==> config.mk <==
export PLATFORM = sky130hd
export DESIGN_NAME = pc_fetch_ctrl
export DESIGN_NICKNAME = d
export VERILOG_FILES = /design/src/rtl/pc_fetch_ctrl_pkg.sv /design/src/rtl/pc_fetch_ctrl.sv
export SDC_FILE = /design/constraint.sdc
export NUM_CORES = 1
export LEC_CHECK = 0
export CAP_MARGIN = 40
export CORE_AREA = 4 4 136 138
export CTS_BUF_LIST = sky130_fd_sc_hd__clkbuf_16
export DETAILED_ROUTE_END_ITERATION = 6
export DIE_AREA = 0 0 140 142
export GPL_TIMING_DRIVEN = 1
export HOLD_SLACK_MARGIN = 0.03
export PLACE_DENSITY_LB_ADDON = 0.15
export RECOVER_POWER = 100
export REMOVE_ABC_BUFFERS = 1
export SETUP_SLACK_MARGIN = 0.4
export SYNTH_ARGS = -nofsm -noshare
export SYNTH_HDL_FRONTEND = slang
export SYNTH_SLANG_ARGS = --single-unit
==> constraint.sdc <==
create_clock -name clk -period 2.1 [get_ports clk]
set_input_delay 0.21 -clock clk [delete_from_list [all_inputs] [get_ports clk]]
set_output_delay 0.21 -clock clk [all_outputs]
set_load 0.05 [all_outputs]
==> src/rtl/pc_fetch_ctrl_pkg.sv <==
// Shared encodings for the fetch front end: NPC operations, fetch FSM
// states and the reset fetch address.
package pc_fetch_ctrl_pkg;

  localparam logic [31:0] RESET_PC = 32'h0000_3000;

  // NPC operation select; the execute stage drives the same encodings.
  typedef enum logic [1:0] {
    NPC_PLUS4    = 2'd0,
    NPC_BRANCH   = 2'd1,
    NPC_JUMP_IMM = 2'd2,
    NPC_JUMP_REG = 2'd3
  } npc_op_e;

  // Fetch sequencer states.
  typedef enum logic [1:0] {
    FETCH_S = 2'd0,
    WAIT_S  = 2'd1,
    FULL_S  = 2'd2
  } fetch_state_e;

endpackage

==> src/rtl/pc_fetch_ctrl.sv <==
// Fetch sequencer: owns the fetch PC, drives the shared NPC unit, issues
// single-outstanding instruction memory requests and buffers one fetched
// word for decode. A redirect kills any in-flight or buffered fetch.
module pc_fetch_ctrl
  import pc_fetch_ctrl_pkg::*;
(
  input  logic        clk,
  input  logic        rstn,
  // instruction memory
  output logic        imem_req,
  output logic [31:0] imem_addr,
  input  logic        imem_gnt,
  input  logic        imem_rvalid,
  input  logic [31:0] imem_rdata,
  // redirect from execute
  input  logic        redirect_valid,
  input  logic [1:0]  redirect_op,
  input  logic [31:0] redirect_pc,
  input  logic [25:0] redirect_imm,
  input  logic [31:0] redirect_addr,
  // NPC unit operands and result
  output logic [31:0] npc_pc,
  output logic [1:0]  npc_op,
  output logic [25:0] npc_imm,
  output logic [31:0] npc_addr,
  input  logic [31:0] npc_in,
  // decode side
  output logic        inst_valid,
  input  logic        inst_ready,
  output logic [31:0] inst,
  output logic [31:0] inst_pc
);

  fetch_state_e state;
  logic [31:0]  pc_q;
  logic [31:0]  req_pc;
  logic         kill;

  // NPC computes PC+4 during sequential fetch, the redirect target otherwise.
  assign npc_pc   = redirect_valid ? redirect_pc   : pc_q;
  assign npc_op   = redirect_valid ? redirect_op   : NPC_PLUS4;
  assign npc_imm  = redirect_valid ? redirect_imm  : 26'd0;
  assign npc_addr = redirect_valid ? redirect_addr : 32'd0;

  // A redirect suppresses the request so the stale PC is never granted.
  assign imem_req  = (state == FETCH_S) && !redirect_valid;
  assign imem_addr = pc_q;

  // Fetch FSM, PC register and one-entry output buffer.
  // NOTE: the buffer word and its PC are reset too, so decode never sees X
  // on inst/inst_pc even though inst_valid qualifies them.
  always_ff @(posedge clk or negedge rstn) begin
    if (!rstn) begin
      state      <= FETCH_S;
      pc_q       <= RESET_PC;
      req_pc     <= 32'd0;
      kill       <= 1'b0;
      inst       <= 32'd0;
      inst_pc    <= 32'd0;
      inst_valid <= 1'b0;
    end else if (redirect_valid) begin
      // NOTE: every state update here is non-blocking so all registers see
      // the pre-edge values of each other, exactly like the hardware.
      pc_q <= npc_in;
      unique case (state)
        FETCH_S: state <= FETCH_S;
        WAIT_S: begin
          if (imem_rvalid) begin
            kill  <= 1'b0;
            state <= FETCH_S;
          end else begin
            kill  <= 1'b1;
            state <= WAIT_S;
          end
        end
        FULL_S: begin
          inst_valid <= 1'b0;
          state      <= FETCH_S;
        end
        default: state <= FETCH_S;
      endcase
    end else begin
      unique case (state)
        FETCH_S: begin
          if (imem_gnt) begin
            req_pc <= pc_q;
            pc_q   <= npc_in;
            state  <= WAIT_S;
          end
        end
        WAIT_S: begin
          if (imem_rvalid) begin
            if (kill) begin
              kill  <= 1'b0;
              state <= FETCH_S;
            end else begin
              inst       <= imem_rdata;
              inst_pc    <= req_pc;
              inst_valid <= 1'b1;
              state      <= FULL_S;
            end
          end
        end
        FULL_S: begin
          if (inst_ready) begin
            inst_valid <= 1'b0;
            state      <= FETCH_S;
          end
        end
        default: state <= FETCH_S;
      endcase
    end
  end

endmodule

==> reports/results.txt, run 1 <==
Routed WL -> 20800 microns
CP Max Fanout -> 5
GR peak layer -> met2
fmax -> 558 MHz
vias per cell -> 4.59
simple-gate area share of the yosys netlist -> 7.70%
Post-DRT Antenna Nets -> 0
Placed Area -> 10400 sq um
Mapped Cells -> 410
die area -> 19900 sq um
CP Capture Type -> output pin
Worst-Skew Late Latency -> 0.41 ns
die height -> 142 microns
crit start category -> flip-flop
CTS root buffer -> clkbuf_16
worst setup path class -> reg -> out
VDD IR max -> 0.728 mV
met1 GRT Util -> 22.9%
DP HPWL -> 15800 microns
die width -> 140 microns
worst path required time -> 1.89 ns
drt drc -> 0
RSZ-0062 raised after global routing -> true
initial antenna violation count -> 2
Ports -> 352
Max Cap Viol -> 0
WL/cell -> 20.4 microns
Overflow after GRT -> 0
Clock power frac -> 22.8%
crit path from -> state[1]
internal power -> 7.65 mW
Area growth syn-to-layout -> 78.4%
Initial Utilization -> 35.5%
Layout Nets -> 949
Compound-Gate Fraction of Synth Area -> 1.13%
most common cell after layout, fill and taps aside -> clkdlybuf4s50_1
most frequent cells in the layout -> clkdlybuf4s50_1, dfrtp_1, mux2_2
Final Hold Fails -> 0
period utilization -> 85.4%
port buffer count -> 351
Comb pwr share -> 46.9%
xor/xnor share of the synthesized area -> 0%
status -> finished, final reports clean
adder-cell share of the synthesized area -> 1.03%
vias post-DR -> 4694
crit path DAT -> 1.58 ns
layout cells sized above 1 -> 32.1%
Synth Warn # -> 0
Site Rows -> 48
#FFs+latches synth -> 132
H-tree level count -> 4
mux cell area share after synthesis -> 33.2%
Least-Margin Pin Slew -> 0.814 ns
GR Layer Usage met2 -> 37.6%
RePlAce Congestion -> 0.873
initial drt markers -> 84
vias in the first global route -> 5137
Leak -> 4.76 nW
hold crit path type -> in -> reg
CTS tree -> built
sequential fraction of the synthesis area -> 54.2%
Pre-antenna DRT Iters -> 4
post-route minimum period -> 1.79 ns
max-slew violations -> 0
clk sinks -> 132
finished layout cell area -> 10900 sq um
Finished Core Util -> 63.3%
Slew HR -> 45.7%
gr usage total -> 20.5%
Worst Skew -> 0.00853 ns
pre-CTS setup slack -> 0.229 ns
post-synth cell types -> 27
clock buffer depth -> 2
Hold Crit Start -> redirect_valid
Final Setup Violations -> 0
largest family of logic cells by synthesized area -> multiplexers
Cell Pwr Density -> 1240 nW/um^2
PnR worst setup slack -> 0.306 ns
mapped cell area -> 6100 sq um
largest net degree at the start of global routing -> 75
first-pass GRT wire length -> 31400 microns
setup tns final -> 0 ns
Flop pwr share -> 30.4%
Worst-path clk slew -> 0.05 ns
sw frac -> 43.2%
FF-to-FF Start -> state[0]
GR Util met3 -> 5.91%
Net Sw Power -> 5.82 mW
Avg Cell Area, Syn -> 14.9 sq um
core outline area -> 17200 sq um
# fillers -> 1414
TritonCTS Buffers -> 17
==> power groups by stage <==
| stage | logic (mW) | clock network (mW) | registers (mW) |
|---|---|---|---|
| floorplan | 2.07 | 0 | 6.55 |
| global placement | 7.09 | 0 | 4.14 |
| detailed placement | 7.18 | 0 | 4.19 |
| CTS | 6.77 | 3.13 | 4.14 |
| global route | 6.56 | 3.26 | 4.24 |
| finish | 6.31 | 3.07 | 4.09 |
==> through the flow <==
| stage | cells | total power [mW] | hold WS, ns |
|---|---|---|---|
| 2_1_floorplan | 386 | 8.62 | -0.0856 |
| 3_3_place_gp | 973 | 11.2 | 0.160 |
| 3_5_place_dp | 973 | 11.4 | 0.171 |
| 4_1_cts | 1013 | 14.0 | 0.193 |
| 5_1_grt | 1022 | 14.1 | 0.226 |
| 6_report | 1022 | 13.5 | 0.211 |
==> layer usage <==
metal	wire [microns]	part of all wire [%]	vias to the layer above
met5	0	0	-
li1	-	-	2183
met3	1240	5.9	25
met2	11400	55	192
met4	378	1.8	0
met1	7800	38	2294
==> state kept, by name, summed over array words and instances, names as in the netlist <==
signal / cells
req_pc: 32
inst_valid: 1
inst: 32
imem_addr: 32
state: 2
inst_pc: 32
kill: 1
==> final timing paths <==
kind | depth (start not counted) | endpoint | slack, ns
max | 4 | imem_req | 0.31
min | 3 | state[0] | 0.21
max reg2reg | 5 | req_pc[3] | 0.33
min reg2reg | 1 | inst[14] | 0.48
max in group asynchronous | 3 | state[0] | 0.63
min in group asynchronous | 2 | req_pc[12] | 0.30
==> repair_timing <==
| item | in CTS | in global routing |
|---|---|---|
| hold endpoints to repair | 45 | 0 |
| pin swaps | 1 | 1 |
| endpoints found under the setup margin | 166 | 98 |
| setup buffers | 5 | 4 |
| gates cloned | 2 | 3 |
| hold buffers | 1 | 0 |
| gates resized for setup | 109 | 9 |
==> worst max-delay path, cell delays in order (launching register included) <==
cell      delay [ns]
dfrtp_1         0.38
inv_1           0.14
ha_1            0.21
nor2b_4         0.15
clkbuf_2        0.30
==> cells by family after synthesis <==
family	Yosys count
multiplexers	160
flip-flops	132
AND/OR/NAND/NOR	77
buffers and inverters	26
AO/OA/AOI/OAI	10
adder cells (fa/ha/maj)	5
==> synth_stat cells (all sizes together) <==
library cell	number	area, sq um
buf	18	134
mux2	160	2030
dfstp	2	52.6
and3	1	6.26
a32o	1	10.0
nand2b	4	25.0
nand2	1	3.75
nor2b	1	6.26
nand4	1	6.26
and2	60	375
and4	1	8.76
a21boi	1	7.51
a311oi	1	8.76
nand3b	1	7.51
dfrtp	130	3250
clkbuf	6	22.5
nor2	4	15.0
nor3	1	5.00
inv	2	7.51
o21bai	1	7.51
a21oi	4	20.0
o22ai	1	6.26
o2bb2ai	1	8.76
nand3	2	10.0
ha	5	62.6
==> cell type report <==
cell class	count	area (sq um)	share of cell area, %
Tap cell	225	282	2.59
Antenna cell	2	5.00	0.0460
Clock inverter	15	188	1.73
Clock buffer	17	425	3.91
Timing Repair Buffer	377	4190	38.5
Multi-Input combinational cell	252	2470	22.8
Inverter	2	7.51	0.0690
Sequential cell	132	3310	30.4
Note: power is estimated with default switching activity, not from simulation.
==> run 2, diff against run 1 <==
- CAP_MARGIN: 40 -> default
==> results of run 2 <==
Same layout as run 1: the final DEF is identical, and so are final timing and power.
==> run 3, diff against run 2 <==
- ABC_AREA: default -> 1
- CORE_AREA: 4 4 136 138 -> 4 4 134 136
- CTS_BUF_LIST: sky130_fd_sc_hd__clkbuf_16 -> sky130_fd_sc_hd__clkbuf_2 sky130_fd_sc_hd__clkbuf_4 sky130_fd_sc_hd__clkbuf_8
- DIE_AREA: 0 0 140 142 -> 0 0 138 140
- SLEW_MARGIN: default -> 0
==> reports/results.txt, run 3 <==
highest cell delay on the worst timing path -> 0.51 ns
post-route minimum period -> 1.81 ns
Overflow after GRT -> 0
drt drc -> 0
DP HPWL -> 16200 microns
Least-Margin Pin Slew -> 0.815 ns
Worst-Skew Late Latency -> 0.45 ns
Finished Core Util -> 60.6%
most common cell after layout, fill and taps aside -> nand2_1
post-synth cell types -> 19
CTS root buffer -> clkbuf_8
clk sinks -> 132
worst path required time -> 1.89 ns
period utilization -> 86.3%
die width -> 138 microns
Worst-path clk slew -> 0.08 ns
Mapped Cells -> 756
hold crit path type -> in -> async
Post-synth top flop -> dfrtp_1
TritonCTS Buffers -> 17
Routed WL -> 22000 microns
Max Cap Viol -> 0
crit path DAT -> 1.60 ns
share of the synthesized area in the top cell type -> 54.0%
fin cells -> 1363
Final Hold Fails -> 0
port buffer count -> 351
first-pass GRT wire length -> 32700 microns
most frequent cells in the layout -> nand2_1, inv_1, clkdlybuf4s50_1
Area growth syn-to-layout -> 70.3%
worst hold slack -> 0.296 ns
status -> finished, final reports clean
mapped cell area -> 6030 sq um
die height -> 140 microns
Synth area leader -> dfrtp_1
RSZ-0062 raised after global routing -> true
layout cells sized above 1 -> 8.71%
Ports -> 352
Final Setup Violations -> 0
WL/cell -> 16.1 microns
CP Max Fanout -> 3
Pre-antenna DRT Iters -> 5
Cells after DPL -> 1305
most frequent cells after synthesis -> nand2_1, inv_1, dfrtp_1
Site Rows -> 48
Leak -> 5.53 nW
H-tree level count -> 4
critical path's top delay family -> buffers and inverters
sequential fraction of the synthesis area -> 54.8%
CP max-delay cell -> clkbuf_1
Buf/Inv on CP -> 2
critical-path cell list -> inv_1 -> o21ai_0 -> clkbuf_1
initial antenna violation count -> 2
# fillers -> 1563
Post-DRT Antenna Nets -> 0
vias in the first global route -> 6045
Worst Skew -> 0.0101 ns
CP Capture Type -> output pin
count leader, synth -> nand2_1
Synth Warn # -> 0
Tot Pwr -> 13.2 mW
RePlAce Congestion -> 0.844
#FFs+latches synth -> 132
Cell Pwr Density -> 1290 nW/um^2
initial drt markers -> 281
die area -> 19300 sq um
Post-synth ARST share -> 100%
Layout Nets -> 1290
max-slew violations -> 0
fmax -> 551 MHz
vias per cell -> 4.45
worst setup path class -> reg -> out
CTS tree -> built
Initial Utilization -> 35.6%
crit start category -> flip-flop
VDD IR max -> 0.704 mV
EDFF count, synth -> 0
core outline area -> 16900 sq um
gr usage total -> 21.6%
Avg Cell Area, Syn -> 7.97 sq um
vias post-DR -> 6072
Slew HR -> 45.7%
setup tns final -> 0 ns
synth top area cells -> dfrtp_1, nand2_1, inv_1
clock buffer depth -> 2
largest net degree at the start of global routing -> 76
[run 3: changes by cell type in the layout (fill, tap and decap cells not counted), sizes merged, moves of 3 or more]
cell          previous run  this run
o21ai                    0       163
clkbuf                  59       100
nand2b                   4         0
and2                    60         0
a21oi                    4         1
nor2                     4         8
nand3                    2         8
inv                      4       167
dlymetal6s2s             0         7
nand2                    1       234
buf                     80        44
mux2                   160         0
clkinv                   7         4
[run 3: final timing paths]
| check | cells past startpoint | start | to | slack, ns |
|---|---|---|---|---|
| max in group asynchronous | 3 | rstn | inst_pc[0] | 0.55 |
| max reg2reg | 9 | state[1] | inst[6] | 0.31 |
| min reg2reg | 2 | inst_pc[27] | inst_pc[27] | 0.48 |
| min | 2 | rstn | inst[15] | 0.30 |
| max | 3 | imem_addr[24] | npc_pc[24] | 0.29 |
| min in group clk | 3 | npc_in[12] | imem_addr[12] | 0.30 |
[run 3: power breakdown]
part / internal, mW / leakage [nW] / total [mW] / switching [mW]
Sequential: 3.56 / 1.65 / 4.08 / 0.525
Clock: 1.49 / 0.233 / 2.50 / 1.01
Combinational: 1.89 / 3.65 / 6.62 / 4.73
Total: 6.94 / 5.53 / 13.2 / 6.26
[run 3: logic make-up (layout without fill, tap and decap cells)]
logic type | count (synthesis) | count (layout) | share of synthesized area, %
compound gates | 165 | 165 | 13.7
simple gates | 248 | 250 | 16.1
flops | 132 | 132 | 54.8
fa+ha+maj | 5 | 5 | 1.04
buf+inv | 206 | 584 | 14.2
other cells | 0 | 2 | 0
[run 3: timing repair]
action | CTS | global route
pin swaps | 1 | 3
gates cloned | 1 | 7
endpoints found under the hold margin | 56 | 0
hold buffers | 1 | 0
gates resized for setup | 109 | 18
setup buffers | 3 | 12
setup endpoints to repair | 103 | 84
[run 3: per-layer routing]
metal / share of wire, % / wire length, microns / up-vias / global-route usage (%)
met3: 12 / 2560 / 26 / 11.3
met2: 50 / 10900 / 236 / 36.2
met1: 37 / 8160 / 2801 / 24.0
li1: - / - / 3009 / -
met5: 0 / 0 / - / 0
met4: 1.8 / 386 / 0 / 6.76
[run 3: final cells by class]
class | count | area (sq um) | share of cell area [%]
diodes | 2 | 5.00 | 0.0488
clock buffers | 20 | 269 | 2.62
clock inverters | 12 | 201 | 1.96
inverters | 166 | 623 | 6.07
multi-input cells | 420 | 1900 | 18.5
flip-flops and latches | 132 | 3310 | 32.2
well taps | 225 | 282 | 2.74
repair buffers | 386 | 3670 | 35.8
[run 3: stage by stage]
stage	area, sq um	setup slack, ns
final	10300	0.287
after global routing	10300	0.171
after CTS	10900	0.330
after detailed placement	10500	0.403
after global placement	10500	0.444
after floorplan	5790	0.0209
